**config.mk**
```make
export PLATFORM = sky130hd
export DESIGN_NAME = loop_settle_monitor_flat
export DESIGN_NICKNAME = d
export VERILOG_FILES = /design/src/rtl/loop_settle_monitor_if.sv /design/src/rtl/loop_settle_monitor.sv /design/src/flat_wrapper.sv
export SDC_FILE = /design/constraint.sdc
export NUM_CORES = 1
export LEC_CHECK = 0
export BUFFER_PORTS_ARGS = -buffer_cell sky130_fd_sc_hd__buf_2
export CORE_MARGIN = 2
export CORE_UTILIZATION = 37
export DETAILED_ROUTE_END_ITERATION = 7
export PLACE_DENSITY_LB_ADDON = 0.08
export RECOVER_POWER = 100
export SETUP_SLACK_MARGIN = 0.5
export SYNTH_ARGS = -nofsm -noshare
export SYNTH_HDL_FRONTEND = slang
export SYNTH_SLANG_ARGS = --single-unit
```
**constraint.sdc**
```tcl
create_clock -name clk -period 4.78 [get_ports clk]
set_input_delay 0.478 -clock clk [delete_from_list [all_inputs] [get_ports clk]]
set_output_delay 0.478 -clock clk [all_outputs]
set_load 0.05 [all_outputs]
```
**src/rtl/loop_settle_monitor_if.sv**
```systemverilog
`default_nettype none
// +--------------------------------------------------------------------------+
// | Module   : loop_settle_monitor_if                                        |
// | Purpose  : Stimulus/verdict bundle between a bench and the settle monitor|
// | Revision : 1.0  initial release                                          |
// +--------------------------------------------------------------------------+
interface loop_settle_monitor_if #(
    parameter int WIDTH = 3,
    parameter int CNT_W = 8
);
    logic             start;
    logic [WIDTH-1:0] obs;
    logic             busy;
    logic             done;
    logic             stable;
    logic             oscillating;
    logic [WIDTH-1:0] final_val;
    logic [CNT_W-1:0] settle_cnt;
    logic [CNT_W-1:0] toggle_cnt;
`ifdef LSM_PERIOD2_EN
    logic             period2;

    modport master (
        output start, obs,
        input  busy, done, stable, oscillating, final_val, settle_cnt, toggle_cnt, period2
    );
    modport slave (
        input  start, obs,
        output busy, done, stable, oscillating, final_val, settle_cnt, toggle_cnt, period2
    );
`else
    modport master (
        output start, obs,
        input  busy, done, stable, oscillating, final_val, settle_cnt, toggle_cnt
    );
    modport slave (
        input  start, obs,
        output busy, done, stable, oscillating, final_val, settle_cnt, toggle_cnt
    );
`endif
endinterface
`default_nettype wire

```
**src/rtl/loop_settle_monitor.sv**
```systemverilog
`default_nettype none
// +--------------------------------------------------------------------------+
// | Module   : loop_settle_monitor                                           |
// | Purpose  : Watches combinational-loop outputs after each start and       |
// |            declares them settled or oscillating. Optional macro          |
// |            LSM_PERIOD2_EN adds fast period-2 alternation detection.      |
// | Revision : 1.0  initial release                                          |
// +--------------------------------------------------------------------------+
module loop_settle_monitor #(
    parameter int WIDTH         = 3,
    parameter int SETTLE_CYCLES = 4,
    parameter int OSC_LIMIT     = 8,
    parameter int CNT_W         = 8
) (
    input  logic                 clk,
    input  logic                 rst_n,
    loop_settle_monitor_if.slave mon
);
    localparam logic [2:0] c_st_idle   = 3'd0;
    localparam logic [2:0] c_st_arm    = 3'd1;
    localparam logic [2:0] c_st_watch  = 3'd2;
    localparam logic [2:0] c_st_stable = 3'd3;
    localparam logic [2:0] c_st_osc    = 3'd4;

    localparam logic [CNT_W-1:0] c_cnt_max    = {CNT_W{1'b1}};
    localparam logic [CNT_W-1:0] c_settle_lim = CNT_W'(SETTLE_CYCLES);
    localparam logic [CNT_W-1:0] c_osc_lim    = CNT_W'(OSC_LIMIT);

    logic [2:0]       r_state;
    logic [WIDTH-1:0] r_prev;
    logic [CNT_W-1:0] r_run;
    logic [CNT_W-1:0] r_settle;
    logic [CNT_W-1:0] r_toggle;
    logic             r_busy;
    logic             r_done;
    logic             r_stable;
    logic             r_osc;
    logic [WIDTH-1:0] r_final;

    logic             w_eq;
    logic [CNT_W-1:0] w_settle_nxt;
    logic [CNT_W-1:0] w_run_nxt;
    logic [CNT_W-1:0] w_toggle_nxt;
    logic             w_hit_settle;
    logic             w_go_osc;

    // Exit decisions look at the post-update counter values of this edge
    assign w_eq         = (mon.obs == r_prev);
    assign w_settle_nxt = (r_settle == c_cnt_max) ? r_settle : r_settle + 1'b1;
    assign w_run_nxt    = !w_eq ? '0 : ((r_run == c_cnt_max) ? r_run : r_run + 1'b1);
    assign w_toggle_nxt = (w_eq || r_toggle == c_cnt_max) ? r_toggle : r_toggle + 1'b1;
    assign w_hit_settle = (w_run_nxt == c_settle_lim);

`ifdef LSM_PERIOD2_EN
    logic [WIDTH-1:0] r_prev2;
    logic [2:0]       r_alt;
    logic             r_period2;
    logic [2:0]       w_alt_nxt;
    logic             w_hit_p2;

    // A change that returns to the value two samples back extends the run;
    // any other change starts a new candidate run of length one.
    assign w_alt_nxt = w_eq ? 3'd0 : ((mon.obs == r_prev2) ? r_alt + 3'd1 : 3'd1);
    assign w_hit_p2  = (w_alt_nxt == 3'd4);
    assign w_go_osc  = (w_toggle_nxt == c_osc_lim) || (w_settle_nxt == c_cnt_max) || w_hit_p2;
    assign mon.period2 = r_period2;
`else
    assign w_go_osc  = (w_toggle_nxt == c_osc_lim) || (w_settle_nxt == c_cnt_max);
`endif

    always_ff @(posedge clk or negedge rst_n) begin
        if (!rst_n) begin
            r_state  <= c_st_idle;
            r_prev   <= '0;
            r_run    <= '0;
            r_settle <= '0;
            r_toggle <= '0;
            r_busy   <= 1'b0;
            r_done   <= 1'b0;
            r_stable <= 1'b0;
            r_osc    <= 1'b0;
            r_final  <= '0;
`ifdef LSM_PERIOD2_EN
            r_prev2   <= '0;
            r_alt     <= '0;
            r_period2 <= 1'b0;
`endif
        end else begin
            r_done <= 1'b0;
            if (mon.start) begin
                r_state  <= c_st_arm;
                r_prev   <= mon.obs;
                r_run    <= '0;
                r_settle <= '0;
                r_toggle <= '0;
                r_busy   <= 1'b1;
                r_stable <= 1'b0;
                r_osc    <= 1'b0;
                r_final  <= '0;
`ifdef LSM_PERIOD2_EN
                r_prev2   <= mon.obs;
                r_alt     <= '0;
                r_period2 <= 1'b0;
`endif
            end else begin
                case (r_state)
                    c_st_arm: r_state <= c_st_watch;
                    c_st_watch: begin
                        r_settle <= w_settle_nxt;
                        r_run    <= w_run_nxt;
                        r_toggle <= w_toggle_nxt;
                        r_prev   <= mon.obs;
`ifdef LSM_PERIOD2_EN
                        r_prev2  <= r_prev;
                        r_alt    <= w_alt_nxt;
`endif
                        if (w_hit_settle) begin
                            r_state  <= c_st_stable;
                            r_stable <= 1'b1;
                            r_final  <= mon.obs;
                            r_done   <= 1'b1;
                            r_busy   <= 1'b0;
                        end else if (w_go_osc) begin
                            r_state <= c_st_osc;
                            r_osc   <= 1'b1;
                            r_done  <= 1'b1;
                            r_busy  <= 1'b0;
`ifdef LSM_PERIOD2_EN
                            r_period2 <= w_hit_p2;
`endif
                        end
                    end
                    default: ;
                endcase
            end
        end
    end

    assign mon.busy        = r_busy;
    assign mon.done        = r_done;
    assign mon.stable      = r_stable;
    assign mon.oscillating = r_osc;
    assign mon.final_val   = r_final;
    assign mon.settle_cnt  = r_settle;
    assign mon.toggle_cnt  = r_toggle;
endmodule
`default_nettype wire
```
**src/flat_wrapper.sv**
```systemverilog
// flat-port wrapper written by rule: the top's interface ports become plain ports
module loop_settle_monitor_flat 
#(
    parameter int WIDTH         = 3,
    parameter int SETTLE_CYCLES = 4,
    parameter int OSC_LIMIT     = 8,
    parameter int CNT_W         = 8
)
  (clk, rst_n, mon_start, mon_obs, mon_busy, mon_done, mon_stable, mon_oscillating, mon_final_val, mon_settle_cnt, mon_toggle_cnt);
  loop_settle_monitor_if #(.WIDTH(WIDTH), .CNT_W(CNT_W)) mon_i ();
  input  logic clk;
  input  logic rst_n;
  input wire logic [$bits(mon_i.start)-1:0] mon_start;
  input wire logic [$bits(mon_i.obs)-1:0] mon_obs;
  output wire logic [$bits(mon_i.busy)-1:0] mon_busy;
  output wire logic [$bits(mon_i.done)-1:0] mon_done;
  output wire logic [$bits(mon_i.stable)-1:0] mon_stable;
  output wire logic [$bits(mon_i.oscillating)-1:0] mon_oscillating;
  output wire logic [$bits(mon_i.final_val)-1:0] mon_final_val;
  output wire logic [$bits(mon_i.settle_cnt)-1:0] mon_settle_cnt;
  output wire logic [$bits(mon_i.toggle_cnt)-1:0] mon_toggle_cnt;
  assign mon_i.start = mon_start;
  assign mon_i.obs = mon_obs;
  assign mon_busy = mon_i.busy;
  assign mon_done = mon_i.done;
  assign mon_stable = mon_i.stable;
  assign mon_oscillating = mon_i.oscillating;
  assign mon_final_val = mon_i.final_val;
  assign mon_settle_cnt = mon_i.settle_cnt;
  assign mon_toggle_cnt = mon_i.toggle_cnt;
  loop_settle_monitor #(.WIDTH(WIDTH), .SETTLE_CYCLES(SETTLE_CYCLES), .OSC_LIMIT(OSC_LIMIT), .CNT_W(CNT_W)) u_core (.clk(clk), .rst_n(rst_n), .mon(mon_i));
endmodule
```
==> flow_metrics.py <==
metrics = {
    "clock_tree": {
        "cts_tree": "yes",
        "cts_buffers": 5,
        "cts-hold-fix-buffers": 0,
        "cts_max_path_buffers": 2,
        "clock_sinks": 37,
        "clk_pin_slew_ns": 0.07,
        "cts_resized": 0,
        "cts_setup_buffers": 0,
        "h-tree-depth": 2,
        "root_buffer": "clkbuf_8",
        "clk-insertion-delay-late_ns": 0.29,
    },
    "synthesis": {
        "synth_area_per_cell_um2": 8.97,
        "seq_area_frac_synth_pct": 41.5,
        "syn_inst": 249,
        "synth_seq_cells": 37,
        "yosysUniqueCellTypes": 50,
        "syn_nets": 258,
        "postSynth.asyncResetShare_pct": 100,
        "synth-edff-count": 0,
        "syn_area_um2": 2230,
        "synthFlopType": "dfrtp_1",
        "synth-warning-count": 0,
    },
    "grt": {
        "grt_pass1_wl_mm": 8.48,
        "grt_antenna_before_repair": 0,
        "grt_max_degree": 38,
        "grt_overflow": 0,
        "grt_pass1_vias": 1707,
        "grt_use_total_pct": 16.6,
    },
    "critical_path": {
        "worstPathMaxFanout": 6,
        "arrival_ns": 2.60,
        "worstSetupPathType": "flip-flop to flip-flop",
        "slowest_delay_ns": 0.48,
        "endpoint_kind": "flip-flop",
        "worstSetupStartpointType": "flip-flop",
        "crit_family": "simple AND/OR/NAND/NOR gates",
        "path_cells": "ha_1 > and4_1 > nand4_1 > a311o_1 > nand4_1 > mux2i_1 > nor2_1",
        "slowest_stage": "a311o_1",
        "crit_top_cell": "nand4_1",
        "crit_required_ns": 4.93,
        "cp.buffers_inverters": 0,
    },
    "floorplan": {
        "die_area_um2": 6670,
        "pin_count": 29,
        "fp.dieH_um": 81.7,
        "rows": 28,
        "die_w_um": 81.7,
        "core_area_um2": 5890,
        "initial_core_util_pct": 37.9,
    },
    "route": {
        "routedWlPerCell_um": 14.8,
        "drc": 0,
        "ant_nets": 0,
        "drt_iter0_drc": 101,
        "dr_total_vias": 1849,
        "drt-met1-wl_mm": 2.70,
        "routed_wl_mm": 5.13,
        "drtPass1Iterations": 4,
        "top_layer_used": "met4",
        "route.met3.wl_um": 192,
        "drt-vias-per-instance": 5.34,
        "route.met2.wl_mm": 2.22,
    },
    "power_and_ir_drop": {
        "pwr_density_cell_nw_per_um2": 249,
        "peakVddDrop_v": 0.000104,
        "cellLeakagePower_nw": 0.955,
    },
    "timing": {
        "finalSetupViolations": 0,
        "post-route-period-util_pct": 51.3,
        "tns_ns": 0,
        "fin_ws_ns": 2.33,
        "finalHoldViolations": 0,
        "max_freq_ghz": 0.408,
        "period_minus_slack_ns": 2.45,
        "slew_violations": 38,
        "relSlewSlack_pct": -35.3,
        "skew_ns": 0.00491,
        "tightestPinTransition_ns": 2.03,
        "rsz0062_at_grt": "false",
    },
    "placement": {
        "hpwl_mm": 3.53,
        "portBuffers": 28,
        "dp_slack_ns": 2.37,
        "gp_congestion": 0.785,
    },
    "final_layout": {
        "syn_to_final_growth_pct": 8.52,
        "drive_above_1_share_pct": 6.27,
        "n_fill_cell": 633,
        "n_antenna_cell": 0,
        "final_nets": 279,
    },
    "run_status": {
        "run_status": "finished, violations left",
        "failed_checks": "capacitance limit, slew limit",
    },
    "job": {
        "maxCapViolCount": 1,
    },
    "hold_path": {
        "min_path_type": "input port to flip-flop",
    },
}
cell usage in the layout (no fill, tap or decap), types with 2 or more instances in the layout:
| cell type | n |
|---|---|
| nand4_1 | 6 |
| inv_1 | 5 |
| buf_2 | 4 |
| nor4_1 | 2 |
| dfrtp_1 | 37 |
| nand2b_1 | 2 |
| a31oi_1 | 9 |
| nor3b_1 | 6 |
| a21oi_1 | 13 |
| and2_1 | 2 |
| mux2i_1 | 9 |
| ha_1 | 3 |
| a211oi_1 | 3 |
| nand2_1 | 23 |
| clkbuf_1 | 27 |
| and3_1 | 5 |
| nor3_1 | 10 |
| nand3_1 | 15 |
| clkbuf_8 | 5 |
| a41oi_1 | 3 |
| o21ai_0 | 6 |
| nor2_1 | 33 |
| and2_0 | 2 |
| xor2_1 | 7 |
| xnor2_1 | 9 |
| o211ai_1 | 2 |
| and4_1 | 2 |
| mux2_2 | 3 |
final cells by class:
cell class / count / area, µm² / share of cell area, %
Clock buffer: 8 / 80.1 / 3.30
Inverter: 5 / 18.8 / 0.774
Multi-Input combinational cell: 193 / 1190 / 49.3
Sequential cell: 37 / 926 / 38.2
Tap cell: 75 / 93.8 / 3.87
Timing Repair Buffer: 28 / 110 / 4.54
sequential cells by signal (all words and copies together), names as in the netlist:
register	count
u_core.mon.final_val	3
u_core.r_prev	3
u_core.mon.stable	1
u_core.mon.oscillating	1
u_core.mon.settle_cnt	8
u_core.r_state	3
u_core.mon.done	1
u_core.mon.busy	1
u_core.r_run	8
u_core.mon.toggle_cnt	8
synth_stat cells (2+ instances only):
library cell	instances	area share (%)
xnor2_1	9	3.5
and2_1	4	1.1
ha_1	3	1.7
nand4_1	5	1.4
clkbuf_1	10	1.7
nand3_1	15	3.4
nor4_1	2	0.56
nor3_1	10	2.2
and3_1	4	1.1
mux2i_1	9	4.0
mux2_2	3	1.5
inv_1	5	0.84
o21ai_0	6	1.3
buf_2	2	0.45
a31oi_1	9	2.5
dfrtp_1	37	41
nand2_1	23	3.9
o211ai_1	2	0.67
nor2_1	33	5.5
nor3b_1	5	1.7
nand2b_1	2	0.56
a41oi_1	3	1.2
xor2_1	7	2.7
a21oi_1	13	2.9
a211oi_1	3	1.0
stage by stage:
step / instances / total power [mW] / util, % / area, µm² / hold WS [ns]
after floorplan: 249 / 0.378 / - / 2230 / 0.182
after global placement: 338 / 0.399 / 40.8 / 2400 / 0.505
after detailed placement: 338 / 0.398 / 40.8 / 2400 / 0.507
after CTS: 346 / 0.615 / 42.2 / 2480 / 0.331
after global routing: 346 / 0.634 / 41.2 / 2420 / 0.468
final: 346 / 0.603 / 41.2 / 2420 / 0.463
where the power goes:
part	switching [mW]	internal (mW)	total (mW)
Combinational	0.0452	0.0183	0.0635
Clock	0.109	0.104	0.213
Sequential	0.00735	0.319	0.327
layer usage:
metal  GRT usage (%)  vias up
li1                -      949
met1            24.7      869
met2            24.1       29
met3            3.85        2
met4            4.50        0
met5               0        -
final timing paths:
check                      cells after the start  slack [ns]                        to                    from
setup / recovery                               7        2.33   u_core.mon.final_val[1]         u_core.r_run[1]
hold / removal                                 2        0.46          u_core.r_prev[2]              mon_obs[2]
setup reg to reg                               7        2.33   u_core.mon.final_val[1]         u_core.r_run[1]
hold reg to reg                                1        0.52    u_core.mon.oscillating  u_core.mon.oscillating
max in group asynchronous                      1        2.86  u_core.mon.settle_cnt[3]                   rst_n
min in group asynchronous                      1        0.76         u_core.r_state[0]                   rst_n
cell families (layout without fill, tap and decap cells):
logic type	after synthesis	in the layout	synth area share (%)
simple gates	114	114	26.8
xor+xnor	16	16	6.27
fa+ha+maj	3	3	1.68
flops	37	37	41.5
buf+inv	19	41	3.81
compound gates	48	48	14.5
mux	12	12	5.55
Note: power is estimated with default switching activity, not from simulation.
